--- src/rtl/subleq_sequencer.sv ---
// subleq_sequencer
//   Control FSM that executes the one-instruction URISC SUBLEQ
//     mem[B] <= mem[B] - mem[A]; if (result <= 0) PC <= C else PC <= PC + 3
//   on a dual-port word memory with registered reads (data valid the cycle
//   after the address). This block is the only master of that memory.
//   Every instruction takes four cycles: FETCH_AB, FETCH_C, OPER, EXEC.
//
// Parameters
//   WORD_SIZE : data, address and PC width
//   START_PC  : PC loaded when start is accepted
//
// Ports
//   clk               clock, all logic on posedge
//   rst_n             synchronous active-low reset
//   start             begin execution at START_PC (accepted in IDLE/HALT only)
//   busy              high while an instruction is in flight
//   halted            high in HALT
//   pc                current program counter
//   retired           executed-instruction count (wraps)
//   add1/dataIn1/write1/dataOut1 : memory port 1 (read-only use)
//   add2/dataIn2/write2/dataOut2 : memory port 2 (reads, and the EXEC write)
//
// Optional build macro
//   SUBLEQ_SELF_LOOP_HALT_EN : a taken branch back onto the same instruction
//   (C == pc) halts instead of spinning forever.
module subleq_sequencer #(
  parameter int                   WORD_SIZE = 16,
  parameter logic [WORD_SIZE-1:0] START_PC  = '0
) (
  input  logic                 clk,
  input  logic                 rst_n,
  input  logic                 start,
  output logic                 busy,
  output logic                 halted,
  output logic [WORD_SIZE-1:0] pc,
  output logic [WORD_SIZE-1:0] retired,
  output logic [WORD_SIZE-1:0] add1,
  output logic [WORD_SIZE-1:0] dataIn1,
  output logic                 write1,
  input  logic [WORD_SIZE-1:0] dataOut1,
  output logic [WORD_SIZE-1:0] add2,
  output logic [WORD_SIZE-1:0] dataIn2,
  output logic                 write2,
  input  logic [WORD_SIZE-1:0] dataOut2
);

  typedef enum logic [2:0] {
    S_IDLE,
    S_FETCH_AB,
    S_FETCH_C,
    S_OPER,
    S_EXEC,
    S_HALT
  } state_t;

  state_t                 r_state;
  state_t                 w_next;
  logic [WORD_SIZE-1:0]   r_pc;
  logic [WORD_SIZE-1:0]   r_retired;
  logic [WORD_SIZE-1:0]   r_a;
  logic [WORD_SIZE-1:0]   r_b;
  logic [WORD_SIZE-1:0]   r_c;

  logic [WORD_SIZE-1:0]   w_pc_p1;
  logic [WORD_SIZE-1:0]   w_pc_p2;
  logic [WORD_SIZE-1:0]   w_pc_p3;
  logic signed [WORD_SIZE-1:0] w_diff;
  logic                   w_taken;
  logic                   w_self_loop;

  assign w_pc_p1 = r_pc + WORD_SIZE'(1);
  assign w_pc_p2 = r_pc + WORD_SIZE'(2);
  assign w_pc_p3 = r_pc + WORD_SIZE'(3);

  // In EXEC the registered reads issued in OPER are on the data buses:
  // dataOut1 = mem[A], dataOut2 = mem[B].
  assign w_diff  = dataOut2 - dataOut1;
  assign w_taken = (w_diff == '0) || w_diff[WORD_SIZE-1];

`ifdef SUBLEQ_SELF_LOOP_HALT_EN
  assign w_self_loop = (r_c == r_pc);
`else
  assign w_self_loop = 1'b0;
`endif

  // Port 1 never writes.
  assign dataIn1 = '0;
  assign write1  = 1'b0;

  assign pc      = r_pc;
  assign retired = r_retired;

  always_comb begin
    w_next  = r_state;
    add1    = '0;
    add2    = '0;
    dataIn2 = '0;
    write2  = 1'b0;
    busy    = 1'b0;
    halted  = 1'b0;
    case (r_state)
      S_IDLE: begin
        if (start) w_next = S_FETCH_AB;
      end
      S_FETCH_AB: begin
        busy   = 1'b1;
        add1   = r_pc;
        add2   = w_pc_p1;
        w_next = S_FETCH_C;
      end
      S_FETCH_C: begin
        busy   = 1'b1;
        add1   = w_pc_p2;
        w_next = S_OPER;
      end
      S_OPER: begin
        busy   = 1'b1;
        add1   = r_a;
        add2   = r_b;
        w_next = S_EXEC;
      end
      S_EXEC: begin
        busy    = 1'b1;
        add2    = r_b;
        dataIn2 = w_diff;
        // Gated by reset so an abort during EXEC never corrupts memory.
        write2  = rst_n;
        if (w_taken && (r_c[WORD_SIZE-1] || w_self_loop)) w_next = S_HALT;
        else                                               w_next = S_FETCH_AB;
      end
      S_HALT: begin
        halted = 1'b1;
        if (start) w_next = S_FETCH_AB;
      end
      default: w_next = S_IDLE;
    endcase
  end

  always_ff @(posedge clk) begin
    if (!rst_n) begin
      r_state   <= S_IDLE;
      r_pc      <= '0;
      r_retired <= '0;
      r_a       <= '0;
      r_b       <= '0;
      r_c       <= '0;
    end else begin
      r_state <= w_next;
      case (r_state)
        S_IDLE, S_HALT: begin
          if (start) r_pc <= START_PC;
        end
        S_FETCH_C: begin
          r_a <= dataOut1;
          r_b <= dataOut2;
        end
        S_OPER: begin
          r_c <= dataOut1;
        end
        S_EXEC: begin
          r_retired <= r_retired + WORD_SIZE'(1);
          r_pc      <= w_taken ? r_c : w_pc_p3;
        end
        default: ;
      endcase
    end
  end

endmodule

--- config.mk ---
export PLATFORM = sky130hd
export DESIGN_NAME = subleq_sequencer
export DESIGN_NICKNAME = d
export VERILOG_FILES = /design/src/rtl/subleq_sequencer.sv
export SDC_FILE = /design/constraint.sdc
export NUM_CORES = 1
export LEC_CHECK = 0
export CELL_PAD_IN_SITES_DETAIL_PLACEMENT = 2
export CELL_PAD_IN_SITES_GLOBAL_PLACEMENT = 2
export CORE_MARGIN = 1
export CORE_UTILIZATION = 28
export CTS_CLUSTER_DIAMETER = 30
export DETAILED_ROUTE_END_ITERATION = 10
export GPL_ROUTABILITY_DRIVEN = 0
export PLACE_DENSITY = 0.81
export RECOVER_POWER = 50
export SLEW_MARGIN = 10
export SYNTH_ARGS = -nofsm -noshare
export SYNTH_HDL_FRONTEND = slang
export SYNTH_SLANG_ARGS = --single-unit
--- constraint.sdc ---
create_clock -name clk -period 4.4 [get_ports clk]
set_input_delay 0.44 -clock clk [delete_from_list [all_inputs] [get_ports clk]]
set_output_delay 0.44 -clock clk [all_outputs]
set_load 0.02 [all_outputs]
==> flow_summary_export.csv <==
group,metric,value,unit
synthesis,synth-edff-count,0,
synthesis,synthArstFlopShare,0,
global_routing,grt-ovfl-total,0,
cts,path_clk_slew,0.06,ns
floorplan,die_area,20400,um2
detailed_routing,postRouteAntennaNets,0,
synthesis,syn_area_per_cell,7.12,um2
global_routing,antenna_found_initial,0,
synthesis,synth_top_cell_by_area,"dfxtp_1",
flow_run,cap_viol_max_count,1,
detailed_routing,drc_errors,0,
detailed_routing,totalWireLength,22.7,mm
finish,nNetsFinal,938,
worst_setup_path,crit_path_end_kind,"output pin",
floorplan,core_area,19500,um2
timing,hold_violations,0,
power_and_ir_drop,report.power.total,2.04,mW
placed_design,io_buffers,117,
timing,tightestPinTransition,1.63,ns
detailed_routing,wl_per_cell,19.8,um
synthesis,yosys-top-cells-area,"dfxtp_1, nand2_1, a21oi_1, ha_1, nor2_1",
timing,min_period_over_period,0.930,
detailed_routing,num_vias,6081,
timing,finalSetupViolations,0,
timing,clock_skew,0.00589,ns
worst_setup_path,reg2reg_depth,8,
synthesis,synth-seq-cells,83,
finish,diodes,0,
timing,finalSetupTns,0,ns
worst_setup_path,path_class,"in -> out",
global_routing,grt_pass1_vias,6300,
worst_setup_path,startpoint_type,"input pin",
synthesis,ys_types,65,
cts,root_buffer,"clkbuf_16",
worst_setup_path,path_max_fanout,3,
synthesis,postSynthCellCount,782,
synthesis,yosys_warnings,0,
detailed_routing,vias_per_cell,5.28,
cts,clk_latency,0.36,ns
status,status,"complete, but fails checks",
worst_setup_path,path_cells,"clkdlybuf4s50_1 -> inv_1 -> ha_1 -> nor2b_1 -> o2111ai_1 -> a211oi_2 -> a21oi_1 -> or3_1 -> a31oi_1 -> clkdlybuf4s50_1",
timing,rsz0062_at_grt,"false",
timing,max_freq,0.244,GHz
worst_setup_path,path_common_cell,"clkdlybuf4s50_1",
cts,post_cts_buffers,0,
synthesis,synth-main-ff-cell,"dfxtp_1",
synthesis,synth.top_cell.area_share,0.298,
cts,numCtsBuffers,9,
power_and_ir_drop,powerDensity,281,nW/um2
power_and_ir_drop,ir_drop,122,uV
finish,area_delta_synth_final,30.3,%
finish,final_layout_size_suffix_gt1_frac,0.0463,
worst_setup_path,slowest_delay,0.69,ns
hold_path,hold_class,"reg -> reg",
global_routing,grt_usage,0.228,
synthesis,synth-seq-area-share,0.298,
worst_setup_path,crit_slowest_cell,"clkdlybuf4s50_1",
finish,finalNonFillerCells,1151,
synthesis,syn-cell-area,5570,um2
cts,post_cts_resized,0,
global_routing,grt_max_degree,45,
global_routing,grt_pass1_wl,35.6,mm
status,violations,"capacitance limit, slew limit",
power_and_ir_drop,power_leakage,2.64,nW
detailed_routing,first_iter_violations,410,
timing,relSlewSlack,-0.0868,
floorplan,io_pins,135,
detailed_routing,dr.pass1.iters,4,
placed_design,place_inst,1135,
cts,clockBufferDepth,2,
timing,maxSlewViolCount,45,
worst_setup_path,crit_arrival,3.65,ns
floorplan,die_w,143,um
timing,period_minus_slack,4.09,ns
hold_path,min_path_cells,2,
cts,h-tree-depth,3,
cts,cts_tree,"done",
floorplan,num_rows,51,
floorplan,dieHeight,143,um
floorplan,start_util,0.286,
placed_design,place_hpwl,16.8,mm
cts,clock-sinks,83,
worst_setup_path,required,3.96,ns
cts,cts_hold_buf,0,
## layout by cell type (no fill, tap or decap), types with 3 or more instances in the layout
cell type / count
ha_1: 21
and2_1: 4
nor3_1: 20
and3_1: 10
a21o_1: 4
or3_1: 5
a221o_1: 3
mux2i_1: 7
clkbuf_1: 5
dfxtp_1: 83
o211ai_1: 6
dlygate4sd3_1: 31
o22ai_1: 5
a21oi_1: 76
or4_1: 10
clkdlybuf4s50_1: 86
a31oi_1: 11
clkbuf_16: 9
a32oi_1: 5
nand4_1: 11
conb_1: 17
buf_4: 15
a22oi_1: 13
nor2_1: 65
nand2_1: 162
nand3_1: 36
xnor2_1: 26
o21ai_1: 4
o21ai_0: 35
a22o_1: 3
inv_1: 30
xor2_1: 20
## where the power goes
part | internal, mW | switching [mW]
sequential | 0.772 | 0.0205
clock | 0.499 | 0.340
combinational | 0.142 | 0.266
## metal layers
layer	part of all wire	global-route usage	vias to the layer above
met5	0	0	-
met3	0.035	0.0245	26
met1	0.48	0.313	3042
met2	0.47	0.372	137
li1	-	-	2876
met4	0.016	0.0724	0
## stage by stage
stage | hold slack [ns] | instance area, um2 | util | setup WS, ns
after floorplan | 0.436 | 5630 | - | 1.14
after detailed placement | 0.452 | 6950 | 0.357 | 0.0513
final | 0.462 | 7250 | 0.373 | 0.309
after global placement | 0.443 | 6950 | 0.357 | 0.223
after global routing | 0.481 | 7250 | 0.373 | 0.0870
after CTS | 0.461 | 7270 | 0.374 | 0.284
## final timing paths
check	startpoint	endpoint	slack, ns
worst min register to register	r_a[12]	r_a[12]	0.46
worst max-delay path	dataOut1[1]	dataIn2[15]	0.31
worst max register to register	r_state[2]	retired[15]	1.12
worst min-delay path	r_a[12]	r_a[12]	0.46
## sequential cells by signal (all words and copies together), names as in the netlist
| register | flops |
|---|---|
| pc | 16 |
| r_c | 16 |
| r_a | 16 |
| retired | 16 |
| r_state | 3 |
| r_b | 16 |
## cells by family after synthesis
kind of cell	Yosys count	share of synthesized area
buf+inv	97	0.0798
xor+xnor	46	0.0724
compound gates	191	0.218
mux	7	0.0126
simple gates	334	0.265
fa+ha+maj	23	0.0526
other cells	1	0.000674
flops	83	0.298
## cells in the mapped netlist, drive strengths merged (4+ instances only)
| cell | count |
|---|---|
| a211oi | 4 |
| a21o | 4 |
| a21oi | 78 |
| a22oi | 13 |
| a31oi | 11 |
| a32oi | 5 |
| and2 | 4 |
| and3 | 10 |
| buf | 30 |
| clkbuf | 34 |
| dfxtp | 83 |
| ha | 21 |
| inv | 31 |
| mux2i | 7 |
| nand2 | 162 |
| nand3 | 36 |
| nand4 | 11 |
| nor2 | 65 |
| nor3 | 20 |
| o211ai | 6 |
| o21ai | 39 |
| o22ai | 5 |
| or2 | 4 |
| or3 | 5 |
| or4 | 10 |
| xnor2 | 26 |
| xor2 | 20 |
## worst max-delay path, delay by kind of cell
family	cells	cell delay [ns]
fa+ha+maj	1	0.28
buf+inv	3	1.30
simple gates	2	0.59
compound gates	4	1.03
## final cells by class
cell class | count | area [um2]
clock buffers | 10 | 229
multi-input cells | 618 | 3520
repair buffers | 136 | 1300
flip-flops and latches | 83 | 1660
clock inverters | 6 | 90.1
inverters | 33 | 124
fillers | 2326 | 12200
well taps | 265 | 332
No activity file was read; power rests on OpenSTA's default activity.
